File: config.mk
export PLATFORM = sky130hd
export DESIGN_NAME = apb3_adc_regbank
export DESIGN_NICKNAME = d
export VERILOG_FILES = /design/src/rtl/apb3_adc_regbank.sv
export SDC_FILE = /design/constraint.sdc
export NUM_CORES = 1
export LEC_CHECK = 0
export BUFFER_PORTS_ARGS = -buffer_cell sky130_fd_sc_hd__buf_2
export CORE_ASPECT_RATIO = 0.75
export CORE_MARGIN = 2
export CORE_UTILIZATION = 45
export CTS_CLUSTER_DIAMETER = 30
export DETAILED_ROUTE_END_ITERATION = 10
export GPL_TIMING_DRIVEN = 1
export PLACE_DENSITY = 0.72
export SLEW_MARGIN = 20
export SYNTH_ARGS = -nofsm -noshare
export SYNTH_HDL_FRONTEND = slang
export SYNTH_SLANG_ARGS = --single-unit
File: constraint.sdc
create_clock -name clk_i -period 4.3 [get_ports clk_i]
set_input_delay 0.215 -clock clk_i [delete_from_list [all_inputs] [get_ports clk_i]]
set_output_delay 0.215 -clock clk_i [all_outputs]
set_load 0.01 [all_outputs]
File: src/rtl/apb3_adc_regbank.sv
// APB3 register bank for a multi-channel parallel ADC: trigger FSM, atomic channel snapshots,
// sticky status flags, sample counter and a registered level interrupt.
module apb3_adc_regbank #(
  parameter int NUM_CH   = 8,
  parameter int DATA_W   = 16,
  parameter int SIGN_EXT = 1,
  parameter int TMO_CYC  = 100000
) (
  input  logic                     clk_i,
  input  logic                     rst_n_i,
  input  logic [11:0]              PADDR,
  input  logic                     PSEL,
  input  logic                     PENABLE,
  input  logic                     PWRITE,
  input  logic [31:0]              PWDATA,
  output logic [31:0]              PRDATA,
  output logic                     PREADY,
  output logic                     PSLVERR,
  input  logic [NUM_CH*DATA_W-1:0] adc_data_i,
  input  logic                     adc_valid_i,
  output logic                     start_o,
  output logic                     irq_o
);

  localparam int TMO_W = $clog2(TMO_CYC + 1);

  typedef enum logic [1:0] {
    ST_IDLE = 2'd0,
    ST_TRIG = 2'd1,
    ST_WAIT = 2'd2
  } state_t;

  state_t            state_r, state_n_s;
  logic [DATA_W-1:0] ch_r [NUM_CH];
  logic              cont_r, irq_en_r;
  logic [15:0]       period_r, per_cnt_r;
  logic              done_r, ovr_r, tmo_r;
  logic [31:0]       scnt_r;
  logic [TMO_W-1:0]  tmo_cnt_r;
  logic              start_r, irq_r;
  logic              tmo_hit_s;

  function automatic logic [31:0] ext_f(input logic [DATA_W-1:0] v);
    logic [31:0] r;
    r = 32'd0;
    r[DATA_W-1:0] = v;
    if ((SIGN_EXT != 0) && v[DATA_W-1]) begin
      for (int i = DATA_W; i < 32; i++) r[i] = 1'b1;
    end
    return r;
  endfunction

  // Address decode; byte-lane bits and unused write-data bits are deliberately ignored
  logic [9:0] word_s;
  logic [5:0] ch_idx_s;
  logic       is_ch_s, ch_ok_s, is_ctrl_s, is_stat_s, is_scnt_s, err_s;
  logic       access_s, wr_s, ctrl_wr_s, stat_wr_s, scnt_wr_s, start_req_s, busy_s;
  logic       addr_unused_s;

  assign word_s        = PADDR[11:2];
  assign addr_unused_s = ^{PADDR[1:0], PWDATA[15:3]};
  assign ch_idx_s      = word_s[5:0];
  assign is_ch_s       = (word_s[9:6] == 4'd0);
  assign ch_ok_s       = is_ch_s && ({26'd0, ch_idx_s} < 32'(NUM_CH));
  assign is_ctrl_s     = (word_s == 10'h040);
  assign is_stat_s     = (word_s == 10'h041);
  assign is_scnt_s     = (word_s == 10'h042);
  assign err_s         = (is_ch_s && (!ch_ok_s || PWRITE)) ||
                         (!is_ch_s && !is_ctrl_s && !is_stat_s && !is_scnt_s);
  assign access_s      = PSEL & PENABLE;
  assign wr_s          = access_s & PWRITE & ~err_s;
  assign ctrl_wr_s     = wr_s & is_ctrl_s;
  assign stat_wr_s     = wr_s & is_stat_s;
  assign scnt_wr_s     = wr_s & is_scnt_s;
  assign start_req_s   = ctrl_wr_s & PWDATA[0];
  assign busy_s        = (state_r != ST_IDLE);

  assign PREADY  = 1'b1;
  assign PSLVERR = access_s & err_s;
  assign start_o = start_r;
  assign irq_o   = irq_r;

  // Combinational read mux
  always_comb begin
    PRDATA = 32'd0;
    if (PSEL) begin
      if (is_ctrl_s) begin
        PRDATA = {period_r, 13'd0, irq_en_r, cont_r, 1'b0};
      end else if (is_stat_s) begin
        PRDATA = {28'd0, busy_s, tmo_r, ovr_r, done_r};
      end else if (is_scnt_s) begin
        PRDATA = scnt_r;
      end else if (ch_ok_s) begin
        for (int n = 0; n < NUM_CH; n++) begin
          if (ch_idx_s == 6'(n)) PRDATA = ext_f(ch_r[n]);
        end
      end else begin
        PRDATA = 32'd0;
      end
    end else begin
      PRDATA = 32'd0;
    end
  end

  // Trigger FSM next state; a data-valid in WAIT takes precedence over a same-cycle timeout
  always_comb begin
    state_n_s = state_r;
    tmo_hit_s = 1'b0;
    case (state_r)
      ST_IDLE: begin
        if (start_req_s || (cont_r && (per_cnt_r <= 16'd1))) state_n_s = ST_TRIG;
        else                                                  state_n_s = ST_IDLE;
      end
      ST_TRIG: state_n_s = ST_WAIT;
      ST_WAIT: begin
        if (adc_valid_i) begin
          state_n_s = ST_IDLE;
        end else if (tmo_cnt_r == TMO_W'(1)) begin
          state_n_s = ST_IDLE;
          tmo_hit_s = 1'b1;
        end else begin
          state_n_s = ST_WAIT;
        end
      end
      default: state_n_s = ST_IDLE;
    endcase
  end

  // FSM state, start pulse and timeout counter
  always_ff @(posedge clk_i or negedge rst_n_i) begin
    if (!rst_n_i) begin
      state_r   <= ST_IDLE;
      start_r   <= 1'b0;
      tmo_cnt_r <= '0;
    end else begin
      state_r <= state_n_s;
      start_r <= (state_n_s == ST_TRIG);
      if (state_r == ST_TRIG)                              tmo_cnt_r <= TMO_W'(TMO_CYC);
      else if ((state_r == ST_WAIT) && (tmo_cnt_r != '0))  tmo_cnt_r <= tmo_cnt_r - TMO_W'(1);
      else                                                 tmo_cnt_r <= tmo_cnt_r;
    end
  end

  // Period counter: reloaded on IDLE entry (or a CTRL write in IDLE), counts down while CONT=1
  always_ff @(posedge clk_i or negedge rst_n_i) begin
    if (!rst_n_i) begin
      per_cnt_r <= 16'd0;
    end else if ((state_r != ST_IDLE) && (state_n_s == ST_IDLE)) begin
      per_cnt_r <= period_r;
    end else if ((state_r == ST_IDLE) && ctrl_wr_s) begin
      per_cnt_r <= PWDATA[31:16];
    end else if ((state_r == ST_IDLE) && cont_r && (per_cnt_r != 16'd0)) begin
      per_cnt_r <= per_cnt_r - 16'd1;
    end else begin
      per_cnt_r <= per_cnt_r;
    end
  end

  // Control register
  always_ff @(posedge clk_i or negedge rst_n_i) begin
    if (!rst_n_i) begin
      cont_r   <= 1'b0;
      irq_en_r <= 1'b0;
      period_r <= 16'd0;
    end else if (ctrl_wr_s) begin
      cont_r   <= PWDATA[1];
      irq_en_r <= PWDATA[2];
      period_r <= PWDATA[31:16];
    end
  end

  // Sticky flags: a hardware set beats a same-cycle W1C
  always_ff @(posedge clk_i or negedge rst_n_i) begin
    if (!rst_n_i) begin
      done_r <= 1'b0;
      ovr_r  <= 1'b0;
      tmo_r  <= 1'b0;
      irq_r  <= 1'b0;
    end else begin
      done_r <= adc_valid_i | (done_r & ~(stat_wr_s & PWDATA[0]));
      ovr_r  <= (adc_valid_i & done_r) | (ovr_r & ~(stat_wr_s & PWDATA[1]));
      tmo_r  <= tmo_hit_s | (tmo_r & ~(stat_wr_s & PWDATA[2]));
      irq_r  <= irq_en_r & (done_r | ovr_r | tmo_r);
    end
  end

  // Sample counter
  always_ff @(posedge clk_i or negedge rst_n_i) begin
    if (!rst_n_i)         scnt_r <= 32'd0;
    else if (adc_valid_i) scnt_r <= scnt_wr_s ? 32'd1 : scnt_r + 32'd1;
    else if (scnt_wr_s)   scnt_r <= 32'd0;
    else                  scnt_r <= scnt_r;
  end

  // Atomic snapshot of every channel
  always_ff @(posedge clk_i or negedge rst_n_i) begin
    if (!rst_n_i) begin
      for (int n = 0; n < NUM_CH; n++) ch_r[n] <= '0;
    end else if (adc_valid_i) begin
      for (int n = 0; n < NUM_CH; n++) ch_r[n] <= adc_data_i[n*DATA_W +: DATA_W];
    end
  end

endmodule
==> run metrics <==
Power Total 6.958 mW; post-synth top area share 0.4955; post_cts resized 0; cell internal pwr 5.014 mW; dpl ws 1.041 ns; Worst Hold Endpoint start_o; Lkg Pwr 6.783 nW; post-placement cell count 1476; Final Non-Filler Cells 1700; post-synthesis instance area 11010 um2; final hold vios 0; CP Class in -> out; placeable core area 24030 um2; Tightest Hold Check Type in -> reg; status finished clean; Setup WS post-layout 0.9116 ns; RSZ-0062 raised after global routing no; maximum vdd ir drop 0.0003016 V; Worst Skew 0.01884 ns; Syn Area/Cell 11.04 um2; asr flop ratio synth 1.000; switching share of power 0.2794; Initial Util 0.4581; count leader, synth dfrtp_1; DRT Wirelength 33090 um; Design Area, Final 15100 um2; Slew Viols, Final 0; Worst-Skew Late Latency 0.51 ns; slew margin rel. 0.2533; Worst Hold Slack 0.04474 ns; largest net degree at the start of global routing 98; sequential share of the synthesized area 0.4955; Ys Warns 0; FF+latch count, synth 218; share of layout cells above drive strength 1 0.3353; initial DRC count 719; number of enable flip-flop cells after synthesis 0; CTS clock-pin slew for the worst setup and hold paths 0.05 ns; R2R Path Start tmo_cnt_r[2]; Die Y 139.5 um; input/output buffers 197; crit share post-route 0.7880; DR vias 9448; r2r setup slk 1.84 ns; DP Area 12280 um2; fin nets 1516; Reg-to-Reg End per_cnt_r[13]; sum of negative setup slack 0 ns; critical path arrival 3.17 ns; min Tclk post-route 3.388 ns; syn_nets 1180; Wirelength per Cell 19.46 um; top post-synthesis cells by count 218 x dfrtp_1, 148 x mux2_2, 128 x nand2_1; CTS H-Tree Depth 2; GPL Wtd Cong 0.8822; Comb power frac 0.171; CTS Buf Count 39; Chip Width 184.6 um; Mapped Cells 997; post-DP HPWL 21200 um; Hold Startpoint PWDATA[0]; Setup-failing EPs final 0; PwrDens 460.7 nW/um2; Synth Flop Type dfrtp_1; synth-to-layout area growth 37.16%; antenna-violating nets left 0; largest cells by area after synthesis dfrtp_1 50%, mux2_2 15%, nand2_1 4.4%; vias in the first global route 9599; Final Util 0.6284; first-pass GRT wire length 52180 um; Sink Count 218; Reg power frac 0.382; clock root cell clkbuf_16; CP Launch Type input pin; IO Pins 214; Worst Path Max Fanout 20; vias per inst 5.558; maximum clock path buffer count 3; CP Capture Type output port; post-synthesis cell type count 57; worst path required time 4.09 ns; Critical Path Start PADDR[5]; Post-route DRC 0; Clock power frac 0.447; gr usage total 0.2579; Worst-Margin Slew 1.116 ns; max frequency 295.1 MHz; Hold-fix buffers, CTS 147; Hold Crit Depth 3; 1st-pass router iterations 6; # rows 49; CTS tree yes; number of fillers in the final layout 1886; antenna violations before repair 5; post-CTS setup buffer count 0; total of max-cap violations 0; switching pwr 1.944 mW; R2R cell count 7; Die Area 25750 um2; dominant cell type by area after synthesis dfrtp_1; grt ovf 0
[registers in the layout (all words and copies together), names as in the netlist, 2 cells and up]
register and flops:
scnt_r 32, period_r 16, per_cnt_r 16, tmo_cnt_r 17
state_r 2, ch_r 128
[placed cells by master (no fill, tap or decap), types with 14 or more instances in the layout]
master         instances
dlygate4sd3_1        147
mux2_2               148
a21oi_1               27
a221oi_1              23
nand2_1              128
buf_2                195
clkbuf_16             41
mux4_2                18
o21ai_0               37
dfrtp_1              218
nand3_1               24
a221o_1               14
xnor2_1               18
nor2_1                80
nand4_1               14
xor2_1                26
[layer usage]
layer  wire (um)  vias to the layer above  track usage
met3        2527                       76      0.05731
met5           0                        -            0
met2       15070                      395       0.3981
met1       14590                     4671       0.3645
met4         901                        0      0.07978
li1            -                     4306            -
[worst max-delay path by stage]
stage          depth (start not counted)             to
2_1_floorplan                          6  per_cnt_r[15]
5_1_grt                                8     PRDATA[27]
4_1_cts                                8     PRDATA[27]
3_5_place_dp                           8     PRDATA[27]
6_report                               8     PRDATA[27]
3_3_place_gp                           8     PRDATA[21]
[final cells by class]
type	instances	area, um2	area share
Clock inverter	20	214.0	0.01417
Clock buffer	51	1124	0.07440
Sequential cell	218	5455	0.3612
Timing Repair Buffer	355	2567	0.1700
Tap cell	331	414.1	0.02742
Antenna cell	6	15.01	0.0009942
Multi-Input combinational cell	707	5268	0.3488
Inverter	12	45.04	0.002983
[critical path: stages]
cell and delay (ns):
buf_2 0.11, nor3_1 0.44, nand3_1 0.31, or3b_2 0.75, o21ai_0 0.16, nand3_1 0.53
o21ai_0 0.45, buf_2 0.20
[cells by family (layout without fill, tap and decap cells)]
kind of cell / Yosys count / after routing / share of synthesized area
AOI/OAI and AO/OA: 140 / 140 / 0.08852
buffers and inverters: 72 / 438 / 0.02659
muxes: 176 / 176 / 0.1973
other: 1 / 7 / 0.0003406
adders and majority gates: 5 / 5 / 0.005682
DFF: 218 / 218 / 0.4955
and+or+nand+nor: 341 / 341 / 0.1511
xor gates and xnor gates: 44 / 44 / 0.03500
[power by group through the flow]
stage | registers (mW) | logic (mW) | clock network, mW
final | 2.66 | 1.19 | 3.11
after global placement | 2.66 | 1.02 | 0
after detailed placement | 2.67 | 1.06 | 0
after global routing | 2.70 | 1.32 | 3.24
after floorplan | 2.57 | 0.810 | 0
after CTS | 2.64 | 1.18 | 3.13
Note: power is estimated with default switching activity, not from simulation.
